[src/rtl/msp_pkg.sv]
// Shared types and defaults for the multi-source projector sequencer.
package msp_pkg;
  typedef enum logic [2:0] {
    IDLE, START, SETTLE, RUN, NEXT, FLUSH, DONE
  } msp_state_t;

  localparam int DEF_VERTEX_W = 48;
  localparam int DEF_COLOR_W  = 16;
  localparam int TRI_COUNT_W  = 16;
endpackage

[src/rtl/msp_src_mux.sv]
// One-of-N selector over a flat packed bus; output is zero when gated off or
// when sel points past the last source.
module msp_src_mux #(
  parameter int NUM_SRC = 3,
  parameter int W       = 1,
  parameter int SEL_W   = 2
) (
  input  logic                 en,
  input  logic [SEL_W-1:0]     sel,
  input  logic [NUM_SRC*W-1:0] data,
  output logic [W-1:0]         out
);
  always_comb begin
    out = '0;
    if (en) begin
      for (int i = 0; i < NUM_SRC; i++) begin
        if (int'(sel) == i) out = data[i*W +: W];
      end
    end
  end
endmodule

[src/rtl/multi_source_projector.sv]
// Fixed-priority, maskable frame sequencer feeding one projection pipeline.
// Optional per-source busy watchdog enabled by defining MSP_TIMEOUT_EN.
module multi_source_projector
  import msp_pkg::*;
#(
  parameter int NUM_SRC  = 3,
  parameter int VERTEX_W = DEF_VERTEX_W,
  parameter int COLOR_W  = DEF_COLOR_W,
  parameter int TIMEOUT  = 4096
) (
  input  logic                       clk,
  input  logic                       rst,
  input  logic                       frame_req,
  input  logic [NUM_SRC-1:0]         src_enable,
  output logic [NUM_SRC-1:0]         src_start,
  input  logic [NUM_SRC-1:0]         src_busy,
  input  logic [NUM_SRC*VERTEX_W-1:0] src_vertex,
  input  logic [NUM_SRC*COLOR_W-1:0] src_color,
  input  logic [NUM_SRC-1:0]         src_new_tri,
  output logic [VERTEX_W-1:0]        vertex,
  output logic [COLOR_W-1:0]         color,
  output logic                       new_triangle,
  output logic                       proj_flush,
  input  logic                       proj_done,
  output logic [TRI_COUNT_W-1:0]     tri_count,
  output logic                       done_out,
  output logic [NUM_SRC-1:0]         timeout_err
);
  // idx must be able to hold NUM_SRC so the scan can run off the end.
  localparam int IDX_W = $clog2(NUM_SRC + 1);

  if (NUM_SRC < 1 || NUM_SRC > 8 || TIMEOUT < 1) begin : g_bad_cfg
    $error("multi_source_projector: illegal NUM_SRC or TIMEOUT");
  end

  msp_state_t         state, state_nx;
  logic [IDX_W-1:0]   idx, idx_nx;
  logic [NUM_SRC-1:0] mask;
  logic               scan_hit;
  logic [IDX_W-1:0]   scan_idx;
  logic               mux_en, sel_busy, to_hit;

  assign mux_en = (state == SETTLE) || (state == RUN);

  msp_src_mux #(.NUM_SRC(NUM_SRC), .W(VERTEX_W), .SEL_W(IDX_W)) u_mux_vtx (
    .en(mux_en), .sel(idx), .data(src_vertex), .out(vertex));
  msp_src_mux #(.NUM_SRC(NUM_SRC), .W(COLOR_W), .SEL_W(IDX_W)) u_mux_col (
    .en(mux_en), .sel(idx), .data(src_color), .out(color));
  msp_src_mux #(.NUM_SRC(NUM_SRC), .W(1), .SEL_W(IDX_W)) u_mux_tri (
    .en(mux_en), .sel(idx), .data(src_new_tri), .out(new_triangle));
  msp_src_mux #(.NUM_SRC(NUM_SRC), .W(1), .SEL_W(IDX_W)) u_mux_busy (
    .en(1'b1), .sel(idx), .data(src_busy), .out(sel_busy));

  // Lowest enabled source at or above idx, found in a single cycle.
  always_comb begin
    scan_hit = 1'b0;
    scan_idx = '0;
    for (int i = NUM_SRC - 1; i >= 0; i--) begin
      if (mask[i] && int'(idx) <= i) begin
        scan_hit = 1'b1;
        scan_idx = IDX_W'(i);
      end
    end
  end

  always_comb begin
    state_nx = state;
    idx_nx   = idx;
    case (state)
      IDLE:   if (frame_req) begin state_nx = NEXT; idx_nx = '0; end
      NEXT:   if (scan_hit) begin state_nx = START; idx_nx = scan_idx; end
              else state_nx = FLUSH;
      START:  state_nx = SETTLE;
      SETTLE: state_nx = RUN;
      RUN:    if (!sel_busy || to_hit) begin
                state_nx = NEXT;
                idx_nx   = idx + 1'b1;
              end
      FLUSH:  if (proj_done) state_nx = DONE;
      DONE:   if (!frame_req) state_nx = IDLE;
      default: state_nx = IDLE;
    endcase
  end

  always_ff @(posedge clk) begin
    if (rst) begin
      state      <= IDLE;
      idx        <= '0;
      mask       <= '0;
      src_start  <= '0;
      proj_flush <= 1'b0;
      done_out   <= 1'b0;
      tri_count  <= '0;
    end else begin
      state      <= state_nx;
      idx        <= idx_nx;
      proj_flush <= (state_nx == FLUSH);
      done_out   <= (state_nx == DONE);
      src_start  <= '0;
      if (state == START) begin
        for (int i = 0; i < NUM_SRC; i++) begin
          if (int'(idx) == i) src_start[i] <= 1'b1;
        end
      end
      if (state == IDLE && frame_req) begin
        mask      <= src_enable;
        tri_count <= '0;
      end else if (new_triangle && tri_count != '1) begin
        tri_count <= tri_count + 1'b1;
      end
    end
  end

`ifdef MSP_TIMEOUT_EN
  logic [31:0] to_cnt;

  assign to_hit = (state == RUN) && sel_busy && (to_cnt == 32'(TIMEOUT - 1));

  always_ff @(posedge clk) begin
    if (rst) begin
      to_cnt      <= '0;
      timeout_err <= '0;
    end else if (state == RUN && sel_busy) begin
      if (to_hit) begin
        to_cnt <= '0;
        for (int i = 0; i < NUM_SRC; i++) begin
          if (int'(idx) == i) timeout_err[i] <= 1'b1;
        end
      end else begin
        to_cnt <= to_cnt + 1'b1;
      end
    end else begin
      to_cnt <= '0;
    end
  end
`else
  assign to_hit      = 1'b0;
  assign timeout_err = '0;
`endif
endmodule

[config.mk]
export PLATFORM = sky130hd
export DESIGN_NAME = multi_source_projector
export DESIGN_NICKNAME = d
export VERILOG_FILES = /design/src/rtl/msp_pkg.sv /design/src/rtl/msp_src_mux.sv /design/src/rtl/multi_source_projector.sv
export SDC_FILE = /design/constraint.sdc
export NUM_CORES = 1
export LEC_CHECK = 0
export BUFFER_PORTS_ARGS = -buffer_cell sky130_fd_sc_hd__buf_2
export CAP_MARGIN = 20
export CORE_AREA = 10 10 106 108
export CTS_CLUSTER_SIZE = 28
export DETAILED_ROUTE_END_ITERATION = 12
export DIE_AREA = 0 0 116 118
export PLACE_DENSITY = 0.84
export SLEW_MARGIN = 20
export SYNTH_ARGS = -nofsm -noshare
export SYNTH_HDL_FRONTEND = slang
export SYNTH_HIERARCHICAL = 1
export SYNTH_SLANG_ARGS = --single-unit
[constraint.sdc]
create_clock -name clk -period 3.75 [get_ports clk]
set_input_delay 0 -clock clk [delete_from_list [all_inputs] [get_ports clk]]
set_output_delay 0 -clock clk [all_outputs]
set_load 0.005 [all_outputs]
==> impl_metrics.env <==
export IMPL_hold_viol_final=0
export IMPL_synth_area_leader_cell="mux2i_1"
export IMPL_antenna_found_initial=3
export IMPL_slew_viol_final=0
export IMPL_area_growth_pct=38.9
export IMPL_crit_path_start_kind="register"
export IMPL_drt_total_wl_um=15100
export IMPL_hold_path_class="in -> reg"
export IMPL_crit_fanout=94
export IMPL_syn_area_um2=3710
export IMPL_wl_per_cell_um=17.8
export IMPL_critical_path_arrival_ns=2.61
export IMPL_powerDensity_nw_per_um2=418
export IMPL_synthTopCellsByArea="mux2i_1 (18%), dfxtp_1 (16%), nand3b_1 (14%), and2_1 (12%), o21ai_1 (8.9%)"
export IMPL_min_delay_path_depth=2
export IMPL_reg2reg_slack_ns=1.42
export IMPL_clk_pin_slew_worst_paths_ns=0.06
export IMPL_synthCells=472
export IMPL_outcome="completed"
export IMPL_gp_congestion=0.933
export IMPL_grt_max_degree=95
export IMPL_grt_usage_pct=20.1
export IMPL_rows=35
export IMPL_synth_area_per_cell_um2=7.87
export IMPL_htree_levels=2
export IMPL_die_area_um2=13700
export IMPL_synth_enable_flop_cells=0
export IMPL_vias_per_cell=5.21
export IMPL_root_buffer="clkbuf_8"
export IMPL_fmax_mhz=384
export IMPL_worst_pin_slew_ns=1.03
export IMPL_cts_sinks=29
export IMPL_overflow=0
export IMPL_rsz0062_at_grt="false"
export IMPL_relSlewSlack_pct=31.5
export IMPL_timing_max_cap_violations=0
export IMPL_power_leakage_nw=2.43
export IMPL_ys_warn_count=6
export IMPL_dp_hpwl_um=12400
export IMPL_ctsLongestPathBuffers=2
export IMPL_worstSetupPathType="reg -> out"
export IMPL_fin_nets=945
export IMPL_final_area_um2=5160
export IMPL_synth_top_cell_area_share_pct=18.3
export IMPL_numCtsBuffers=5
export IMPL_post_dp_cell_area_um2=5040
export IMPL_dr_pass1_iters=4
export IMPL_yosysMostFrequentCell="and2_1"
export IMPL_fin_hold_ws_ns=0.0340
export IMPL_via_count=4420
export IMPL_fp_dieW_um=116
export IMPL_grt_pass1_wl_um=22700
export IMPL_synth_common_cells="and2_1 (70), mux2i_1 (68), nand3b_1 (68), o21ai_1 (66), dfxtp_1 (29)"
export IMPL_cts_tree="yes"
export IMPL_place_inst=836
export IMPL_drive_gt1_share_pct=42.7
export IMPL_initial_core_util_pct=40.8
export IMPL_die_y_um=118
export IMPL_endpoint_kind="primary output"
export IMPL_ios=294
export IMPL_io_buffers=290
export IMPL_cts_setup_buffers=0
export IMPL_drt_antenna_violating_nets=0
export IMPL_final_cells=849
export IMPL_ys_ff_latch=29
export IMPL_synth_main_ff_cell="dfxtp_1"
export IMPL_fin_skew_ns=0.00697
export IMPL_synth_distinct_cells=55
export IMPL_r2r_cells=6
export IMPL_drc=0
export IMPL_fin_crit_ns=2.61
export IMPL_yosysSeqAreaShare_pct=15.6
export IMPL_drtIter0Drc=264
export IMPL_ir_worst_vdd_v=0.000248
export IMPL_setup_tns_ns=0
export IMPL_core_area_um2=9110
export IMPL_cp_required_ns=3.75
export IMPL_clk_latency_ns=0.28
export IMPL_finalSetupViolCount=0
export IMPL_grt_pass1_vias=4297
export IMPL_power_mw=2.16
export IMPL_async_flop_share_pct=0
export IMPL_period_share_pct=69.5
==> worst paths after layout <==
path	from	endpoint
setup / recovery	idx[0]	vertex[46]
hold / removal	rst	mask[1]
setup reg to reg	idx[1]	proj_flush
hold reg to reg	tri_count[15]	tri_count[15]
==> final cells by class <==
cell class / count / area [µm²]
clock buffer: 6 / 72.6
sequential: 29 / 588
antenna: 2 / 5.00
fill: 858 / 3950
inverter: 10 / 37.5
timing repair buffer: 296 / 1500
multi-input combinational: 393 / 2800
clock inverter: 2 / 10.0
tap: 111 / 139
==> routing by layer <==
layer  GRT usage (%)  up-vias  wire (µm)
li1                -     2243          -
met1            22.1     1968       5580
met2            35.4      187       7660
met3            8.05       20       1600
met4            3.76        2        219
met5               0        -         13
==> sequential cells by signal (all words and copies together) (netlist names) <==
signal      cells
done_out        1
src_start       3
mask            3
proj_flush      1
idx             2
state           3
tri_count      16
==> power breakdown <==
| part | internal, mW | switching, mW |
|---|---|---|
| clock network | 0.128 | 0.115 |
| logic | 0.709 | 0.679 |
| registers | 0.349 | 0.179 |
==> kinds of logic (layout without fill, tap and decap cells) <==
logic type / Yosys count / in the layout / share of synthesized area (%)
flops: 29 / 29 / 15.6
simple gates: 199 / 199 / 36.8
buf+inv: 52 / 314 / 9.06
other cells: 2 / 6 / 0.202
fa+ha+maj: 5 / 5 / 1.68
compound gates: 117 / 117 / 18.3
mux: 68 / 68 / 18.3
==> stage by stage <==
stage	setup slack [ns]	utilization [%]
2_1_floorplan	1.65	-
3_3_place_gp	1.49	55.4
3_5_place_dp	1.42	55.4
4_1_cts	1.16	56.6
5_1_grt	0.968	56.6
6_report	1.14	56.6
==> critical path, stage by stage (launching register included) <==
cell and delay (ns):
dfxtp_4 0.66, buf_4 0.90, mux2i_1 0.30, o21ai_1 0.10
and2_1 0.23, buf_2 0.13
==> placed cells by master (no fill, tap or decap), types with 6 or more instances in the layout <==
cell type  netlist  routed
o31ai_1          7       7
nand2_1          6       6
mux2i_1         68      68
and2_1          70      70
a21oi_1         18      18
nand3b_1        68      68
nor2_1          11      11
dfxtp_1         29      27
o21ai_0          7       7
inv_1           10      10
buf_2           15     290
o21ai_1         66      66
nand3_1          9       9
or4_1            7       7
==> timing repair <==
action | in CTS | in global routing
hold buffers | 3 | 0
resized for setup | 0 | 0
hold endpoints to repair | 3 | 0
Power figures use the tool's default switching activity.
